[src/rtl/lab1_pkg.sv]
// Shared types and constants for the truth-table sweeper.
package lab1_pkg;

  localparam int NUM_VECTORS         = 16;
  localparam int VEC_W               = 4;
  localparam int HOLD_CYCLES_DEFAULT = 50;

  typedef enum logic [1:0] {
    IDLE  = 2'd0,
    APPLY = 2'd1,
    DONE  = 2'd2
  } state_t;

endpackage

[src/rtl/hold_counter.sv]
// Up-counter that paces how long each input vector is held.
// It counts 0..HOLD_CYCLES-1 while enabled. It wraps to 0 after the last count.
// tc marks the last cycle of a hold.
module hold_counter #(
  parameter int unsigned HOLD_CYCLES = 50
) (
  input  logic clk,
  input  logic rst,
  input  logic clear,
  input  logic enable,
  output logic tc
);

  localparam int W = (HOLD_CYCLES > 1) ? $clog2(HOLD_CYCLES) : 1;
  localparam logic [W-1:0] LAST = W'(HOLD_CYCLES - 1);

  logic [W-1:0] count;

  // Terminal count is a plain compare so the wrap can never overshoot.
  always_comb tc = (count == LAST);

  // Count register: clear wins over enable, and the counter wraps on terminal count.
  always_ff @(posedge clk) begin
    if (rst || clear)
      count <= '0;
    else if (enable) begin
      if (tc)
        count <= '0;
      else
        count <= count + W'(1);
    end
  end

endmodule

[src/rtl/truth_table_sweeper.sv]
// Drives all 16 input vectors into a 4-input combinational function.
// It samples F on the last cycle of each hold.
// At the end it reports the captured table and whether it matches the golden table.
//
// state | meaning
// IDLE  | waiting for start; results from the previous sweep are held
// APPLY | vector on abcd, hold counter running, capture F at terminal count
// DONE  | one-cycle completion pulse; valid/pass already registered
module truth_table_sweeper
  import lab1_pkg::*;
#(
  parameter int unsigned HOLD_CYCLES = HOLD_CYCLES_DEFAULT
) (
  input  logic                   clk,
  input  logic                   rst,
  input  logic                   start,
  input  logic                   f_in,
  input  logic [NUM_VECTORS-1:0] expected,
  output logic [VEC_W-1:0]       abcd,
  output logic                   busy,
  output logic                   done,
  output logic [NUM_VECTORS-1:0] truth_table,
  output logic                   valid,
  output logic                   pass
);

  state_t state, state_next;

  logic                   hold_tc;
  logic                   cnt_clear;
  logic                   cnt_en;
  logic                   sweep_init;
  logic                   capture;
  logic                   last_vec;
  logic [NUM_VECTORS-1:0] table_next;

  hold_counter #(
    .HOLD_CYCLES(HOLD_CYCLES)
  ) u_hold (
    .clk   (clk),
    .rst   (rst),
    .clear (cnt_clear),
    .enable(cnt_en),
    .tc    (hold_tc)
  );

  // State register; reset dominates any start request.
  always_ff @(posedge clk) begin
    if (rst)
      state <= IDLE;
    else
      state <= state_next;
  end

  // Next-state and control decode.
  always_comb begin
    state_next = state;
    busy       = 1'b0;
    done       = 1'b0;
    cnt_clear  = 1'b0;
    cnt_en     = 1'b0;
    sweep_init = 1'b0;
    capture    = 1'b0;
    case (state)
      IDLE: begin
        if (start) begin
          state_next = APPLY;
          cnt_clear  = 1'b1;
          sweep_init = 1'b1;
        end
      end
      APPLY: begin
        busy   = 1'b1;
        cnt_en = 1'b1;
        if (hold_tc) begin
          capture = 1'b1;
          if (last_vec)
            state_next = DONE;
        end
      end
      DONE: begin
        done       = 1'b1;
        state_next = IDLE;
      end
      default: state_next = IDLE;
    endcase
  end

  always_comb last_vec = (abcd == VEC_W'(NUM_VECTORS - 1));

  // Table including the bit being captured this cycle.
  // This lets pass see the complete result on the final capture.
  always_comb begin
    table_next       = truth_table;
    table_next[abcd] = f_in;
  end

  // Datapath: vector stepping, capture, and result registers.
  always_ff @(posedge clk) begin
    if (rst) begin
      abcd        <= '0;
      truth_table <= '0;
      valid       <= 1'b0;
      pass        <= 1'b0;
    end else if (sweep_init) begin
      abcd        <= '0;
      truth_table <= '0;
      valid       <= 1'b0;
      pass        <= 1'b0;
    end else if (capture) begin
      truth_table <= table_next;
      if (last_vec) begin
        abcd  <= '0;
        valid <= 1'b1;
        pass  <= (table_next == expected);
      end else begin
        abcd <= abcd + VEC_W'(1);
      end
    end
  end

endmodule

[config.mk]
export PLATFORM = sky130hd
export DESIGN_NAME = truth_table_sweeper
export DESIGN_NICKNAME = d
export VERILOG_FILES = /design/src/rtl/lab1_pkg.sv /design/src/rtl/hold_counter.sv /design/src/rtl/truth_table_sweeper.sv
export SDC_FILE = /design/constraint.sdc
export NUM_CORES = 1
export LEC_CHECK = 0
export CORE_MARGIN = 3
export CORE_UTILIZATION = 55
export CTS_CLUSTER_DIAMETER = 120
export CTS_CLUSTER_SIZE = 14
export DETAILED_ROUTE_END_ITERATION = 10
export PLACE_DENSITY = 0.83
export SETUP_SLACK_MARGIN = 0.1
export SYNTH_ARGS = -nofsm -noshare
export SYNTH_HDL_FRONTEND = slang
export SYNTH_SLANG_ARGS = --single-unit
[constraint.sdc]
create_clock -name clk -period 3.8 [get_ports clk]
set_input_delay 0.76 -clock clk [delete_from_list [all_inputs] [get_ports clk]]
set_output_delay 0.76 -clock clk [all_outputs]
set_load 0.01 [all_outputs]
==> flow_summary.toml <==
[outcome]
status = "finished, final reports clean"

[synthesis]
synth_top_area_cell = "dfxtp_1"
synth_seq_area_share = 0.2954
synth_top_area_frac = 0.2954
avgSynthCellArea_um2 = 8.333
ys_top_cells_by_area = "dfxtp_1 (30%), mux2i_1 (7.9%), nor2_1 (5.7%), xor2_1 (4.7%), ha_1 (4.3%)"
synthFlopType = "dfxtp_1"
synth_seq_cells = 30
syn_area_um2 = 2033
ys_warn_count = 0
synth_fp_nets = 271
yosysMostFrequentCell = "nor2_1"
syn_inst = 244
synthDistinctLibCells = 48
synthTopCellsByCount = "nor2_1 (31), dfxtp_1 (30), a21oi_1 (16), mux2i_1 (16), nand2_1 (16)"
async_flop_share = 0
synth_edf_count = 0

[critical_path]
crit_arrival_ps = 2910
crit_type = "input pin to flip-flop"
startpoint_type = "input pin"
cp-end-kind = "flip-flop"
worstPathMaxFanout = 13
cp_data_required_time_ps = 4020

[cells_and_area]
fillCellCount = 273
antennaDiodeCount = 0
drive_gt1_frac = 0.07829
nets = 308
finalInstanceArea_um2 = 2522
syn2layout_area_growth_pct = 24.06

[timing]
tns_ps = 0
setup_violations = 0
slew_violations = 0
final.min_clock_period_ps = 2688
fin_skew_ps = 4.079
tightest_slew_ps = 816.3
hold_violations = 0
clock.fmax_mhz = 372.0
rsz0062_at_grt = "false"
post-route-period-util = 0.7075
max_slew_margin = 0.4550

[detailed_routing]
via_per_inst = 5.884
postRouteAntennaNets = 0
vias = 1924
drtPass1Iterations = 5
route.detailed.drc = 0
drt-total-wl_mm = 5.087
drt_iter0_drc = 182
wire_per_inst_um = 15.56

[placed_design]
dpl_cell_area_um2 = 2446
port_buffers = 43
gp_congestion = 0.9771
hpwl_mm = 3.716

[floorplanning]
die-area_um2 = 4462
die_x_um = 66.80
die_h_um = 66.80
core_area_um2 = 3442
start_util = 0.5907
num_io_pins = 44
core.rowCount = 21

[clock_tree]
cts_tree = "yes"
ctsHoldBuffers = 0
worstSkewPairLatency_ps = 280
clockBufferDepth = 2
cts.sinks = 30
cts_setup_buffers = 0
cts_max_level = 2
cts_resized = 0
cts_root_buffer = "clkbuf_8"
cts-buffers-inserted = 5
clk_pin_slew_ps = 60

[global_route]
grt_pass1_vias = 1613
antenna_found_initial = 0
grt_max_degree = 22
grt_overflow = 0
grt_pass1_wl_mm = 8.190
track_usage = 0.2451

[hold_path]
hold_path_class = "flip-flop to flip-flop"

[pwr]
p_leak_nw = 0.9531
vdd_drop_max_mv = 0.1620
fin_total_pwr_mw = 0.6287
p_per_area_nw_per_um2 = 249.2

[flow_run]
cap_violations = 0
critical path, cell delays in order:
cell and delay [ps]:
clkdlybuf4s50_1 780, xnor2_1 190, nor2_1 90, a2111oi_4 310, o2111ai_1 140, or4_1 520
o21ai_1 120
final timing paths:
path,slack [ps],from,cells past startpoint,to
hold reg to reg,480,pass,2,pass
setup reg to reg,1340,abcd[3],6,pass
hold / removal,480,pass,2,pass
setup / recovery,1110,f_in,7,pass
cell families (layout without fill, tap and decap cells):
logic type,count (synthesis),after routing,share of synthesized area
muxes,16,16,0.07877
AOI/OAI and AO/OA,44,44,0.1545
xor gates and xnor gates,18,18,0.07754
and+or+nand+nor,103,103,0.2806
buffers and inverters,26,63,0.07015
DFF,30,30,0.2954
adders and majority gates,7,7,0.04307
cells in the final DEF (no fill, tap or decap), types with 2 or more instances in the layout:
cell,count
dfxtp_1,30
inv_1,8
o2111ai_1,2
o21ai_0,8
clkdlybuf4s50_1,43
nand2_1,16
xnor2_1,7
clkbuf_8,5
nor3b_2,3
nor2_1,31
nand3_1,15
and3_1,2
nand3b_1,4
or4_1,2
nor3b_1,2
xor2_1,11
nand4_1,12
ha_1,7
a31oi_1,4
clkbuf_1,2
nand2_2,2
o32ai_1,2
buf_4,5
nor2b_1,5
mux2i_1,16
a21oi_1,16
registers in the layout, indices dropped and copies added (netlist names):
register / count
abcd: 4
pass: 1
state: 2
truth_table: 16
u_hold.count: 6
valid: 1
per-stage QoR:
| stage | utilization | std cells | setup WS [ps] | hold WS (ps) |
|---|---|---|---|---|
| 6_report | 0.7328 | 327 | 1112 | 482.7 |
| 5_1_grt | 0.7328 | 327 | 1000 | 496.3 |
| 4_1_cts | 0.7328 | 327 | 1132 | 484.5 |
| 3_5_place_dp | 0.7107 | 320 | 845.4 | 476.1 |
| 3_3_place_gp | 0.7107 | 320 | 902.8 | 457.3 |
| 2_1_floorplan | - | 244 | 1529 | 471.6 |
final cells by class:
| class | count | area (um^2) | area share |
|---|---|---|---|
| tap | 46 | 57.56 | 0.02282 |
| sequential | 30 | 600.6 | 0.2381 |
| timing repair buffer | 48 | 467.9 | 0.1855 |
| clock buffer | 7 | 76.32 | 0.03026 |
| multi-input combinational | 188 | 1290 | 0.5114 |
| inverter | 8 | 30.03 | 0.01190 |
power breakdown:
part	switching [mW]	internal (mW)	total (mW)	leakage, nW
logic	0.0351	0.0372	0.0722	0.673
clock network	0.111	0.126	0.237	0.0383
registers	0.00255	0.317	0.319	0.242
layer usage:
metal  up-vias  GRT usage  share of wire
met1       895     0.3433           0.45
met4         0    0.09391          0.015
met3         8    0.07589          0.088
met2        83     0.3465           0.45
li1        938          -              -
met5         -          0              0
Power figures use the tool's default switching activity.
==> RTL change 1 (same settings) <==
Re-encode `state_t` (3 states) as one-hot, 3 bits wide.
--- a/src/rtl/lab1_pkg.sv
+++ b/src/rtl/lab1_pkg.sv
@@ -5,10 +5,10 @@
   localparam int VEC_W               = 4;
   localparam int HOLD_CYCLES_DEFAULT = 50;
 
-  typedef enum logic [1:0] {
-    IDLE  = 2'd0,
-    APPLY = 2'd1,
-    DONE  = 2'd2
+  typedef enum logic [2:0] {
+    IDLE  = 3'b001,
+    APPLY = 3'b010,
+    DONE  = 3'b100
   } state_t;
 
 endpackage
Formal check against the unedited RTL: same outputs for any inputs over 10 cycles, from zero or initial values and one cycle with rst high; not proved beyond that.
==> RTL change 1 against the original RTL <==
Maximum frequency increased by 7.6%. Synthesized cell count increased by 2.0%. Global-route usage decreased by 1.3 points. Sequential share of layout area increased by 0.64 points. Power increased by 11%. Synthesized area about the same. Sequential cell count increased by 1. Clock power increased by 22%. Setup slack improved by 0.19 ns. Non-clock buffer count decreased by 4. Routed wire length increased by 0.33%. Design area increased by 0.64%.
==> RTL change 1: results <==
export IMPL_status="finished, final reports clean"
export IMPL_critPathLaunchType="flip-flop"
export IMPL_startpoint="state[0]"
export IMPL_first_pass_iters=5
export IMPL_cts_made_buffers=5
export IMPL_grt_use_met2=0.386
export IMPL_max_stage_delay_ns=0.61
export IMPL_layoutNonFillerInstCount=331
export IMPL_netlist_instances=249
export IMPL_grt_max_degree=37
export IMPL_yosysWarnings=0
export IMPL_place_ws_ns=1.07
export IMPL_use_met3=0.0590
export IMPL_pwr_share_clk=0.415
export IMPL_fin_skew_ns=0.00480
export IMPL_finalWirelength_um=5100
export IMPL_cp_endpoint="busy"
export IMPL_timing_hold_ws_ns=0.469
export IMPL_period_needed_ns=2.50
export IMPL_hold_viol_final=0
export IMPL_dp_hpwl_um=3610
export IMPL_tightest_slew_ns=0.707
export IMPL_reg2reg_slack_ns=1.30
export IMPL_switching_share=0.237
export IMPL_drtIter0Drc=115
export IMPL_vias_per_cell=5.85
export IMPL_irDropWorstVdd_uv=145
export IMPL_dr_wl_met3_um=280
export IMPL_final_area_um2=2540
export IMPL_track_usage=0.232
export IMPL_arrival_ns=1.74
export IMPL_place_area_um2=2440
export IMPL_crit_fanout=9
export IMPL_dp_cells=323
export IMPL_min_to="valid"
export IMPL_drive_gt1_frac=0.0491
export IMPL_hold_start="valid"
export IMPL_synth_distinct_cells=47
export IMPL_syn_nets=276
export IMPL_gr_usage_met1=0.291
export IMPL_grt_pass1_wl_um=7990
export IMPL_power_frac_comb=0.109
export IMPL_wl_met1_um=2360
export IMPL_switchingPower_uw=165
export IMPL_p_leak_nw=0.929
export IMPL_place_congestion=0.891
export IMPL_synth_commonest_cells="dfxtp_1 (31), nor2_1 (24), nand2_1 (21)"
export IMPL_fillerInstances=285
export IMPL_ys_seq_area_frac=0.305
export IMPL_ys_top_cells_by_area="dfxtp_1 (31%), mux2i_1 (7.4%), nor2_1 (4.4%), ha_1 (4.3%), xor2_1 (4.3%)"
export IMPL_nets=311
export IMPL_post_cts_setup_buffers=0
[RTL change 1: changes by cell type in the layout (fill, tap and decap cells not counted), moves of 4 or more]
cell,unedited run,this run
nand2_1,16,21
nor2_1,31,24
nand3_1,15,10
nor3b_1,2,7
nand2b_1,1,6
nand3b_1,4,8
buf_4,5,1
[RTL change 1: cell type report]
class | instances | share of cell area
flip-flops and latches | 31 | 0.244
inverters | 5 | 0.00739
well taps | 46 | 0.0227
multi-input cells | 197 | 0.514
clock buffers | 8 | 0.0394
repair buffers | 44 | 0.172
[RTL change 1: logic make-up (layout without fill, tap and decap cells)]
| family | count (synthesis) | after routing | share of synthesized area |
|---|---|---|---|
| fa+ha+maj | 7 | 7 | 0.0430 |
| buf+inv | 21 | 57 | 0.0541 |
| flops | 31 | 31 | 0.305 |
| simple gates | 111 | 111 | 0.298 |
| mux | 15 | 15 | 0.0738 |
| compound gates | 46 | 46 | 0.149 |
| xor+xnor | 18 | 18 | 0.0775 |
==> RTL change 2 (same settings) <==
Made on the original files. `VEC_W`: 4 -> 5.
--- a/src/rtl/lab1_pkg.sv
+++ b/src/rtl/lab1_pkg.sv
@@ -2,7 +2,7 @@
 package lab1_pkg;
 
   localparam int NUM_VECTORS         = 16;
-  localparam int VEC_W               = 4;
+  localparam int VEC_W               = 5;
   localparam int HOLD_CYCLES_DEFAULT = 50;
 
   typedef enum logic [1:0] {
Ports: changed (resized abcd); port bits go from 44 to 45. No check against the original RTL was run, so the function may have changed too.
==> RTL change 2 against the original RTL <==
Non-clock buffer count shrank 2. Synthesized area shrank 3.3%. Setup slack gained 0.0086 ns. Via count shrank 6.1%. Synthesized cell count shrank 6.6%. Sequential cell count grew 1. Power grew 5.3%. Utilization grew 0.21 points. Design area shrank 1.2%. Register-to-register slack gained 0.11 ns. Routed wire length shrank 5.6%. Critical path type is now reg2out. Largest power group unchanged. Highest routed layer unchanged.
==> RTL change 2: results <==
export IMPL_vias_per_cell=5.74
export IMPL_slowest_stage="dfxtp_1"
export IMPL_path_delay_family="flip-flops"
export IMPL_ys_seq_area_frac=0.316
export IMPL_layoutNonFillerInstCount=315
export IMPL_first_pass_iters=4
export IMPL_max_stage_delay_ns=0.91
export IMPL_insertion_delay_ns=0.33
export IMPL_first_global_vias=1747
export IMPL_grt_max_degree=26
export IMPL_irDropWorstVdd_uv=379
export IMPL_nets=294
export IMPL_place_area_um2=2400
export IMPL_place_congestion=0.904
export IMPL_ys_top_cells_by_area="dfxtp_1 (32%), mux2i_1 (11%), nor2_1 (5.9%), xnor2_1 (4.9%), ha_1 (3.8%)"
export IMPL_reg2reg_slack_ns=1.45
export IMPL_port_buffers=44
export IMPL_arrival_ns=1.92
export IMPL_status="finished, final reports clean"
export IMPL_crit_fanout=25
export IMPL_tightest_slew_ns=0.880
export IMPL_dp_cells=307
export IMPL_dp_hpwl_um=3410
export IMPL_synth_avg_cell_area_um2=8.63
export IMPL_drtIter0Drc=126
export IMPL_timing_rr_start="abcd[3]"
export IMPL_p_leak_nw=0.910
export IMPL_wl_per_cell_um=15.2
export IMPL_top_regs="truth_table (16), u_hold.count (6), abcd (5)"
RTL change 2: layer usage:
metal / vias to the layer above / share of wire / track usage
li1: 899 / - / -
met3: 5 / 0.076 / 0.0527
met1: 831 / 0.46 / 0.329
met4: 0 / 0.0085 / 0.0777
met5: - / 0 / 0
met2: 72 / 0.45 / 0.383
RTL change 2: worst min-delay path by stage:
stage	startpoint	to	slack (ns)	cells past startpoint
after detailed placement	valid	valid	0.45	2
after CTS	valid	valid	0.47	2
after global placement	valid	valid	0.44	2
after global routing	valid	valid	0.48	2
after floorplan	state[1]	state[0]	0.43	1
final	valid	valid	0.47	2
RTL change 2: logic make-up after synthesis:
logic type | share of synthesized area
DFF | 0.316
buffers and inverters | 0.0553
xor gates and xnor gates | 0.0668
AOI/OAI and AO/OA | 0.103
muxes | 0.125
and+or+nand+nor | 0.296
adders and majority gates | 0.0382
RTL change 2: final cells by class:
type | instances | area [µm²]
Fill cell | 272 | 898
Clock buffer | 6 | 51.3
Tap cell | 46 | 57.6
Sequential cell | 31 | 621
Timing Repair Buffer | 46 | 455
Inverter | 9 | 33.8
Clock inverter | 2 | 35.0
Multi-Input combinational cell | 175 | 1240
RTL change 2: power breakdown:
part	switching (mW)	leakage [nW]	internal [mW]	total, mW
logic	0.0301	0.612	0.0309	0.0610
clock network	0.116	0.0482	0.155	0.272
registers	0.00244	0.250	0.327	0.329
RTL change 2: tightest hold or removal path: stages (launching register included):
cell and delay [ns]:
dfxtp_1 0.32, inv_1 0.05, a21oi_1 0.05
